[src/rtl/spi_tx_sequencer_if.sv]
// Bundle between the word writer, the TX sequencer and the byte-wide SPI transmitter.
// Latency: none, wires only.
// Backpressure: FULL/OVERFLOW toward the writer; SPI_BUSY from the transmitter stalls issue.
// Ports: WR_EN/WR_DATA/CLR_FLAGS in; FULL/EMPTY/LEVEL/OVERFLOW/FAULT/IDLE/BYTE_COUNT out;
//        SPI_LOAD/SPI_IN/DCX out to the transmitter and panel; SPI_BUSY in.
interface spi_tx_sequencer_if #(
  parameter int unsigned DEPTH = 16
);
  localparam int unsigned AW = $clog2(DEPTH);

  logic          WR_EN;
  logic [8:0]    WR_DATA;
  logic          FULL;
  logic          EMPTY;
  logic [AW:0]   LEVEL;
  logic          OVERFLOW;
  logic          FAULT;
  logic          CLR_FLAGS;
  logic          IDLE;
  logic [15:0]   BYTE_COUNT;
  logic          SPI_LOAD;
  logic [7:0]    SPI_IN;
  logic          SPI_BUSY;
  logic          DCX;

  // slave: the sequencer itself
  modport slave (
    input  WR_EN, WR_DATA, CLR_FLAGS, SPI_BUSY,
    output FULL, EMPTY, LEVEL, OVERFLOW, FAULT, IDLE, BYTE_COUNT, SPI_LOAD, SPI_IN, DCX
  );

  // master: the side that writes words and hosts the SPI transmitter
  modport master (
    output WR_EN, WR_DATA, CLR_FLAGS, SPI_BUSY,
    input  FULL, EMPTY, LEVEL, OVERFLOW, FAULT, IDLE, BYTE_COUNT, SPI_LOAD, SPI_IN, DCX
  );
endinterface

[src/rtl/spi_tx_sequencer.sv]
// Buffers {DC,byte} words in a FIFO and issues them one at a time to the SPI transmitter, driving DCX.
// Latency: write into empty FIFO with idle SPI -> SPI_LOAD two edges later; GAP_CYCLES+1 clocks between bytes.
// Backpressure: writes while FULL are dropped and flagged (OVERFLOW); SPI_BUSY holds issue.
// Ports: CLK_100MHz, RESET_N (async active-low), bus (slave modport of spi_tx_sequencer_if).
module spi_tx_sequencer #(
  parameter int unsigned DEPTH         = 16,
  parameter int unsigned GAP_CYCLES    = 2,
  parameter int unsigned START_TIMEOUT = 8
) (
  input  logic               CLK_100MHz,
  input  logic               RESET_N,
  spi_tx_sequencer_if.slave  bus
);
  localparam int unsigned AW = $clog2(DEPTH);
  localparam int unsigned GW = (GAP_CYCLES > 1) ? $clog2(GAP_CYCLES) : 1;
  localparam int unsigned TW = $clog2(START_TIMEOUT + 1);

  typedef enum logic [2:0] {
    S_IDLE       = 3'd0,
    S_LOAD       = 3'd1,
    S_WAIT_START = 3'd2,
    S_WAIT_DONE  = 3'd3,
    S_GAP        = 3'd4
  } state_e;

  state_e         state_q, state_d;
  logic [8:0]     mem_q [DEPTH];
  logic [AW-1:0]  wr_ptr_q, wr_ptr_d, rd_ptr_q, rd_ptr_d;
  logic [AW:0]    level_q, level_d;
  logic           full_q, full_d, empty_q, empty_d;
  logic           overflow_q, overflow_d, fault_q, fault_d;
  logic           spi_load_q, spi_load_d;
  logic [7:0]     spi_in_q, spi_in_d;
  logic           dcx_q, dcx_d;
  logic [15:0]    byte_count_q, byte_count_d;
  logic [TW-1:0]  to_cnt_q, to_cnt_d;
  logic [GW-1:0]  gap_cnt_q, gap_cnt_d;
  logic           fault_set;

  logic       push, pop, to_expire, gap_done;
  logic [8:0] head;

  assign head      = mem_q[rd_ptr_q];
  assign push      = bus.WR_EN && !full_q;
  // Issue only when the transmitter is quiet, so a byte is never loaded into a busy shifter.
  assign pop       = (state_q == S_IDLE) && !empty_q && !bus.SPI_BUSY;
  assign to_expire = (32'(to_cnt_q) + 32'd1) >= START_TIMEOUT;
  assign gap_done  = (32'(gap_cnt_q) + 32'd1) >= GAP_CYCLES;

  // FIFO bookkeeping; flags are registered from the next level.
  always_comb begin
    wr_ptr_d = push ? wr_ptr_q + AW'(1) : wr_ptr_q;
    rd_ptr_d = pop  ? rd_ptr_q + AW'(1) : rd_ptr_q;
    level_d  = level_q;
    if (push && !pop)      level_d = level_q + 1'b1;
    else if (pop && !push) level_d = level_q - 1'b1;
    full_d     = (level_d == (AW+1)'(DEPTH));
    empty_d    = (level_d == '0);
    // A new event in the same cycle as a clear keeps the flag set.
    overflow_d = (bus.WR_EN && full_q) || (overflow_q && !bus.CLR_FLAGS);
    fault_d    = fault_set || (fault_q && !bus.CLR_FLAGS);
  end

  // Next-state logic.
  always_comb begin
    state_d = state_q;
    case (state_q)
      S_IDLE:       if (pop) state_d = S_LOAD;
      S_LOAD:       state_d = S_WAIT_START;
      S_WAIT_START: begin
        if (bus.SPI_BUSY)   state_d = S_WAIT_DONE;
        else if (to_expire) state_d = S_IDLE;
      end
      S_WAIT_DONE:  if (!bus.SPI_BUSY) state_d = (GAP_CYCLES > 0) ? S_GAP : S_IDLE;
      S_GAP:        if (gap_done) state_d = S_IDLE;
      default:      state_d = S_IDLE;
    endcase
  end

  // Output / datapath logic. SPI_IN and DCX move only on issue, so DCX stays valid for the frame.
  always_comb begin
    spi_load_d   = 1'b0;
    spi_in_d     = spi_in_q;
    dcx_d        = dcx_q;
    to_cnt_d     = to_cnt_q;
    gap_cnt_d    = gap_cnt_q;
    byte_count_d = byte_count_q;
    fault_set    = 1'b0;
    case (state_q)
      S_IDLE: begin
        if (pop) begin
          spi_load_d = 1'b1;
          spi_in_d   = head[7:0];
          dcx_d      = head[8];
        end
      end
      S_LOAD: to_cnt_d = '0;
      S_WAIT_START: begin
        if (!bus.SPI_BUSY) begin
          if (to_expire) fault_set = 1'b1;   // byte dropped, no retry
          else           to_cnt_d  = to_cnt_q + 1'b1;
        end
      end
      S_WAIT_DONE: begin
        if (!bus.SPI_BUSY) begin
          byte_count_d = byte_count_q + 16'd1;
          gap_cnt_d    = '0;
        end
      end
      S_GAP:   if (!gap_done) gap_cnt_d = gap_cnt_q + 1'b1;
      default: ;
    endcase
  end

  always_ff @(posedge CLK_100MHz or negedge RESET_N) begin
    if (!RESET_N) state_q <= S_IDLE;
    else          state_q <= state_d;
  end

  always_ff @(posedge CLK_100MHz or negedge RESET_N) begin
    if (!RESET_N) begin
      wr_ptr_q     <= '0;
      rd_ptr_q     <= '0;
      level_q      <= '0;
      full_q       <= 1'b0;
      empty_q      <= 1'b1;
      overflow_q   <= 1'b0;
      fault_q      <= 1'b0;
      spi_load_q   <= 1'b0;
      spi_in_q     <= '0;
      dcx_q        <= 1'b0;
      byte_count_q <= '0;
      to_cnt_q     <= '0;
      gap_cnt_q    <= '0;
    end else begin
      wr_ptr_q     <= wr_ptr_d;
      rd_ptr_q     <= rd_ptr_d;
      level_q      <= level_d;
      full_q       <= full_d;
      empty_q      <= empty_d;
      overflow_q   <= overflow_d;
      fault_q      <= fault_d;
      spi_load_q   <= spi_load_d;
      spi_in_q     <= spi_in_d;
      dcx_q        <= dcx_d;
      byte_count_q <= byte_count_d;
      to_cnt_q     <= to_cnt_d;
      gap_cnt_q    <= gap_cnt_d;
    end
  end

  // Storage needs no reset; only the pointers define what is valid.
  always_ff @(posedge CLK_100MHz) begin
    if (push) mem_q[wr_ptr_q] <= bus.WR_DATA;
  end

  assign bus.FULL       = full_q;
  assign bus.EMPTY      = empty_q;
  assign bus.LEVEL      = level_q;
  assign bus.OVERFLOW   = overflow_q;
  assign bus.FAULT      = fault_q;
  assign bus.SPI_LOAD   = spi_load_q;
  assign bus.SPI_IN     = spi_in_q;
  assign bus.DCX        = dcx_q;
  assign bus.BYTE_COUNT = byte_count_q;
  assign bus.IDLE       = empty_q && (state_q == S_IDLE) && !bus.SPI_BUSY;
endmodule
[src/flat_wrapper.sv]
// flat-port wrapper written by rule: the top's interface ports become plain ports
module spi_tx_sequencer_flat 
#(
  parameter int unsigned DEPTH         = 16,
  parameter int unsigned GAP_CYCLES    = 2,
  parameter int unsigned START_TIMEOUT = 8
)
  (CLK_100MHz, RESET_N, bus_WR_EN, bus_WR_DATA, bus_CLR_FLAGS, bus_SPI_BUSY, bus_FULL, bus_EMPTY, bus_LEVEL, bus_OVERFLOW, bus_FAULT, bus_IDLE, bus_BYTE_COUNT, bus_SPI_LOAD, bus_SPI_IN, bus_DCX);
  spi_tx_sequencer_if #(.DEPTH(DEPTH)) bus_i ();
  input  logic CLK_100MHz;
  input  logic RESET_N;
  input wire logic [$bits(bus_i.WR_EN)-1:0] bus_WR_EN;
  input wire logic [$bits(bus_i.WR_DATA)-1:0] bus_WR_DATA;
  input wire logic [$bits(bus_i.CLR_FLAGS)-1:0] bus_CLR_FLAGS;
  input wire logic [$bits(bus_i.SPI_BUSY)-1:0] bus_SPI_BUSY;
  output wire logic [$bits(bus_i.FULL)-1:0] bus_FULL;
  output wire logic [$bits(bus_i.EMPTY)-1:0] bus_EMPTY;
  output wire logic [$bits(bus_i.LEVEL)-1:0] bus_LEVEL;
  output wire logic [$bits(bus_i.OVERFLOW)-1:0] bus_OVERFLOW;
  output wire logic [$bits(bus_i.FAULT)-1:0] bus_FAULT;
  output wire logic [$bits(bus_i.IDLE)-1:0] bus_IDLE;
  output wire logic [$bits(bus_i.BYTE_COUNT)-1:0] bus_BYTE_COUNT;
  output wire logic [$bits(bus_i.SPI_LOAD)-1:0] bus_SPI_LOAD;
  output wire logic [$bits(bus_i.SPI_IN)-1:0] bus_SPI_IN;
  output wire logic [$bits(bus_i.DCX)-1:0] bus_DCX;
  assign bus_i.WR_EN = bus_WR_EN;
  assign bus_i.WR_DATA = bus_WR_DATA;
  assign bus_i.CLR_FLAGS = bus_CLR_FLAGS;
  assign bus_i.SPI_BUSY = bus_SPI_BUSY;
  assign bus_FULL = bus_i.FULL;
  assign bus_EMPTY = bus_i.EMPTY;
  assign bus_LEVEL = bus_i.LEVEL;
  assign bus_OVERFLOW = bus_i.OVERFLOW;
  assign bus_FAULT = bus_i.FAULT;
  assign bus_IDLE = bus_i.IDLE;
  assign bus_BYTE_COUNT = bus_i.BYTE_COUNT;
  assign bus_SPI_LOAD = bus_i.SPI_LOAD;
  assign bus_SPI_IN = bus_i.SPI_IN;
  assign bus_DCX = bus_i.DCX;
  spi_tx_sequencer #(.DEPTH(DEPTH), .GAP_CYCLES(GAP_CYCLES), .START_TIMEOUT(START_TIMEOUT)) u_core (.CLK_100MHz(CLK_100MHz), .RESET_N(RESET_N), .bus(bus_i));
endmodule
[config.mk]
export PLATFORM = sky130hd
export DESIGN_NAME = spi_tx_sequencer_flat
export DESIGN_NICKNAME = d
export VERILOG_FILES = /design/src/rtl/spi_tx_sequencer_if.sv /design/src/rtl/spi_tx_sequencer.sv /design/src/flat_wrapper.sv
export SDC_FILE = /design/constraint.sdc
export NUM_CORES = 1
export LEC_CHECK = 0
export CELL_PAD_IN_SITES_DETAIL_PLACEMENT = 1
export CELL_PAD_IN_SITES_GLOBAL_PLACEMENT = 1
export CORE_ASPECT_RATIO = 1.1
export CORE_MARGIN = 2
export CORE_UTILIZATION = 46
export DETAILED_ROUTE_END_ITERATION = 6
export HOLD_SLACK_MARGIN = 0.1
export PLACE_DENSITY_LB_ADDON = 0.08
export SLEW_MARGIN = 20
export SYNTH_ARGS = -nofsm -noshare
export SYNTH_HDL_FRONTEND = slang
export SYNTH_SLANG_ARGS = --single-unit
[constraint.sdc]
create_clock -name CLK_100MHz -period 2.2 [get_ports CLK_100MHz]
set_input_delay 0.33 -clock CLK_100MHz [delete_from_list [all_inputs] [get_ports CLK_100MHz]]
set_output_delay 0.33 -clock CLK_100MHz [all_outputs]
set_load 0.1 [all_outputs]
==> results.py <==
metrics = {
    "worst_setup_path": {
        "cp.arrival_ns": 1.76,
        "worstSetupStartpoint": "u_core.state_q[2]",
        "r2r-start": "u_core.state_q[2]",
        "cp_cell_sequence": "or4_4, nor2_4, buf_12",
        "required_ns": 1.87,
        "r2r_cells": 6,
        "timing.rr.end": "u_core.bus.EMPTY",
        "cp_slowest_cell": "or4_4",
        "crit_type": "flop to output port",
        "start_kind": "flop",
        "cp_slowest_stage_delay_ns": 0.56,
        "rrSetupSlack_ns": 0.18,
        "path_max_fanout": 8,
        "endpoint": "bus_IDLE",
        "end_kind": "output port",
    },
    "cells_and_area": {
        "fillCellCount": 1576,
        "fin_nets": 579,
        "area_growth_syn_to_layout_pct": 20.3,
        "post-route-util": 0.562,
        "final_area_um2": 9490,
        "antennaDiodeCount": 0,
        "drive_gt1_frac": 0.313,
    },
    "power_and_ir_drop": {
        "powerDensity_nw_per_um2": 1380,
        "p_leak_nw": 3.53,
        "irDropWorstVdd_v": 0.000983,
        "power.total_mw": 13.1,
    },
    "synth": {
        "yosysTopAreaCellShare": 0.548,
        "synth_edf_count": 144,
        "post-synth-top-count-cell": "edfxtp_1",
        "synthesis.nets": 483,
        "yosysTopAreaCell": "edfxtp_1",
        "synthArstFlopShare": 0.262,
        "synth.distinct_cells": 49,
        "avgSynthCellArea_um2": 17.2,
        "synth-main-ff-cell": "edfxtp_1",
        "syn_inst": 459,
        "synth.area.top_cells": "edfxtp_1, dfrtp_1, mux4_2",
        "yosys_warnings": 0,
        "ys_seq_elements": 195,
        "synth_seq_area_share": 0.710,
        "yosys-top-cells-count": "edfxtp_1, dfrtp_1, mux4_2, nand2_1, nor2_1",
        "syn_area_um2": 7890,
    },
    "routing": {
        "drt-wirelength-per-cell_um": 21.9,
        "drt-total-wl_mm": 17.0,
        "drc_errors": 0,
        "antenna_left": 0,
        "route.vias.total": 4306,
        "dr.pass1.iters": 4,
        "drt_first_iter_violations": 219,
        "vias_per_cell": 5.55,
    },
    "place": {
        "pre_cts_ws_ns": -0.0737,
        "port_buffers": 49,
        "dpl.hpwl_mm": 11.5,
        "finalWeightedCongestion": 0.800,
        "placed_area_um2": 8860,
    },
    "floorplan": {
        "die_w_um": 129,
        "io_pins": 50,
        "initial_core_util": 0.467,
        "dieArea_um2": 18200,
        "core-area_um2": 16900,
        "row_count": 50,
        "die_y_um": 141,
    },
    "grt": {
        "grt.overflow.total": 0,
        "grt_max_degree": 52,
        "grt_pass1_vias": 4688,
        "grt_pass1_wl_mm": 26.9,
        "gr-usage-all-layers": 0.201,
        "antenna_found_initial": 0,
    },
    "sta": {
        "drv_slew": 0,
        "max_slew.worst_pin.slew_ns": 0.680,
        "slew_headroom": 0.546,
        "fin_crit_sh": 0.949,
        "fin_skew_ns": 0.0114,
        "final-setup-viol-count": 0,
        "period_needed_ns": 2.09,
        "rsz0062_at_grt": "false",
        "hold_viol_final": 0,
        "setup_ws_ns": 0.112,
        "fmaxAchievable_mhz": 479,
    },
    "clock_network": {
        "cts_buffers": 17,
        "clockRootBuffer": "clkbuf_16",
        "cts_sinks": 195,
        "clk_latency_ns": 0.43,
        "clockBufferDepth": 2,
        "clk_pin_slew_ns": 0.07,
        "htreeDepth": 4,
        "cts_tree": "built",
    },
    "hold_path": {
        "hp-class": "flop to flop",
        "holdPathStages": 1,
    },
    "run_status": {
        "status": "complete, no violations",
    },
    "flow_run": {
        "max_cap_viol_count": 0,
    },
}
[timing repair]
item | CTS | global route
endpoints found under the hold margin | 50 | 0
hold buffers | 1 | 0
endpoints found under the setup margin | 0 | 2
resized for setup | 0 | 2
setup buffers | 0 | 0
[final cells by class]
type | instances | area (um^2) | area share
Clock inverter | 15 | 188 | 0.0198
Tap cell | 208 | 260 | 0.0274
Sequential cell | 195 | 5610 | 0.591
Inverter | 11 | 41.3 | 0.00435
Clock buffer | 17 | 425 | 0.0448
Multi-Input combinational cell | 233 | 2190 | 0.230
Timing Repair Buffer | 97 | 783 | 0.0825
[power breakdown]
group / leakage [nW] / switching [mW] / internal (mW)
logic: 1.30 / 3.07 / 1.73
clock network: 0.292 / 1.46 / 1.73
registers: 1.94 / 0.507 / 4.56
total: 3.53 / 5.04 / 8.02
[kinds of logic (layout without fill, tap and decap cells)]
logic type,after synthesis,after routing,share of synthesized area
xor+xnor,25,25,0.0287
buf+inv,31,140,0.0170
flops,195,195,0.710
simple gates,103,103,0.0669
mux,57,57,0.130
compound gates,38,38,0.0320
fa+ha+maj,10,10,0.0159
[through the flow]
stage | TNS, ns | hold slack, ns | cells
final | 0 | 0.477 | 776
after global routing | 0 | 0.488 | 776
after CTS | 0 | 0.481 | 776
after detailed placement | -0.100 | 0.478 | 743
after global placement | -0.0269 | 0.462 | 743
after floorplan | -0.0707 | 0.0344 | 459
[metal layers]
metal | up-vias | global-route usage | routed length (um)
li1 | 1953 | - | -
met1 | 2247 | 0.267 | 7440
met2 | 81 | 0.334 | 8630
met3 | 25 | 0.0430 | 586
met4 | 0 | 0.0641 | 312
met5 | - | 0 | 0
[critical path, delay by kind of cell, from the launching register on]
| kind | cells | cell delay [ns] |
|---|---|---|
| buffers and inverters | 1 | 0.18 |
| and+or+nand+nor | 2 | 0.69 |
| DFF | 1 | 0.46 |
[worst min path at each step]
stage                                    startpoint                        end  slack [ns]
after CTS                             bus_CLR_FLAGS        u_core.bus.OVERFLOW        0.48
after detailed placement  u_core.bus.BYTE_COUNT[15]  u_core.bus.BYTE_COUNT[15]        0.48
after global placement    u_core.bus.BYTE_COUNT[15]  u_core.bus.BYTE_COUNT[15]        0.46
final                     u_core.bus.BYTE_COUNT[15]  u_core.bus.BYTE_COUNT[15]        0.48
after global routing                  bus_CLR_FLAGS           u_core.bus.FAULT        0.49
after floorplan                             RESET_N   u_core.bus.BYTE_COUNT[0]        0.03
[layout by cell type (no fill, tap or decap), drive strengths merged, types with 3 or more instances in the layout]
| cell | n |
|---|---|
| a21oi | 9 |
| and3 | 4 |
| buf | 84 |
| clkbuf | 17 |
| clkdlybuf4s50 | 12 |
| clkinvlp | 3 |
| dfrtp | 50 |
| edfxtp | 144 |
| ha | 10 |
| inv | 19 |
| mux2 | 4 |
| mux2i | 17 |
| mux4 | 36 |
| nand2 | 33 |
| nand2b | 6 |
| nand3 | 7 |
| nand4 | 6 |
| nor2 | 23 |
| nor2b | 4 |
| nor3 | 8 |
| nor4 | 3 |
| o21ai | 12 |
| o221ai | 5 |
| xnor2 | 20 |
| xor2 | 5 |
[state kept, by name, summed over array words and instances, names as in the netlist, 3 cells and up]
signal                 flops
u_core.bus.BYTE_COUNT     16
u_core.bus.LEVEL           5
u_core.to_cnt_q            4
u_core.mem_q             144
u_core.state_q             3
u_core.bus.SPI_IN          8
u_core.rd_ptr_q            4
u_core.wr_ptr_q            4
(Power assumes the default switching activity.)
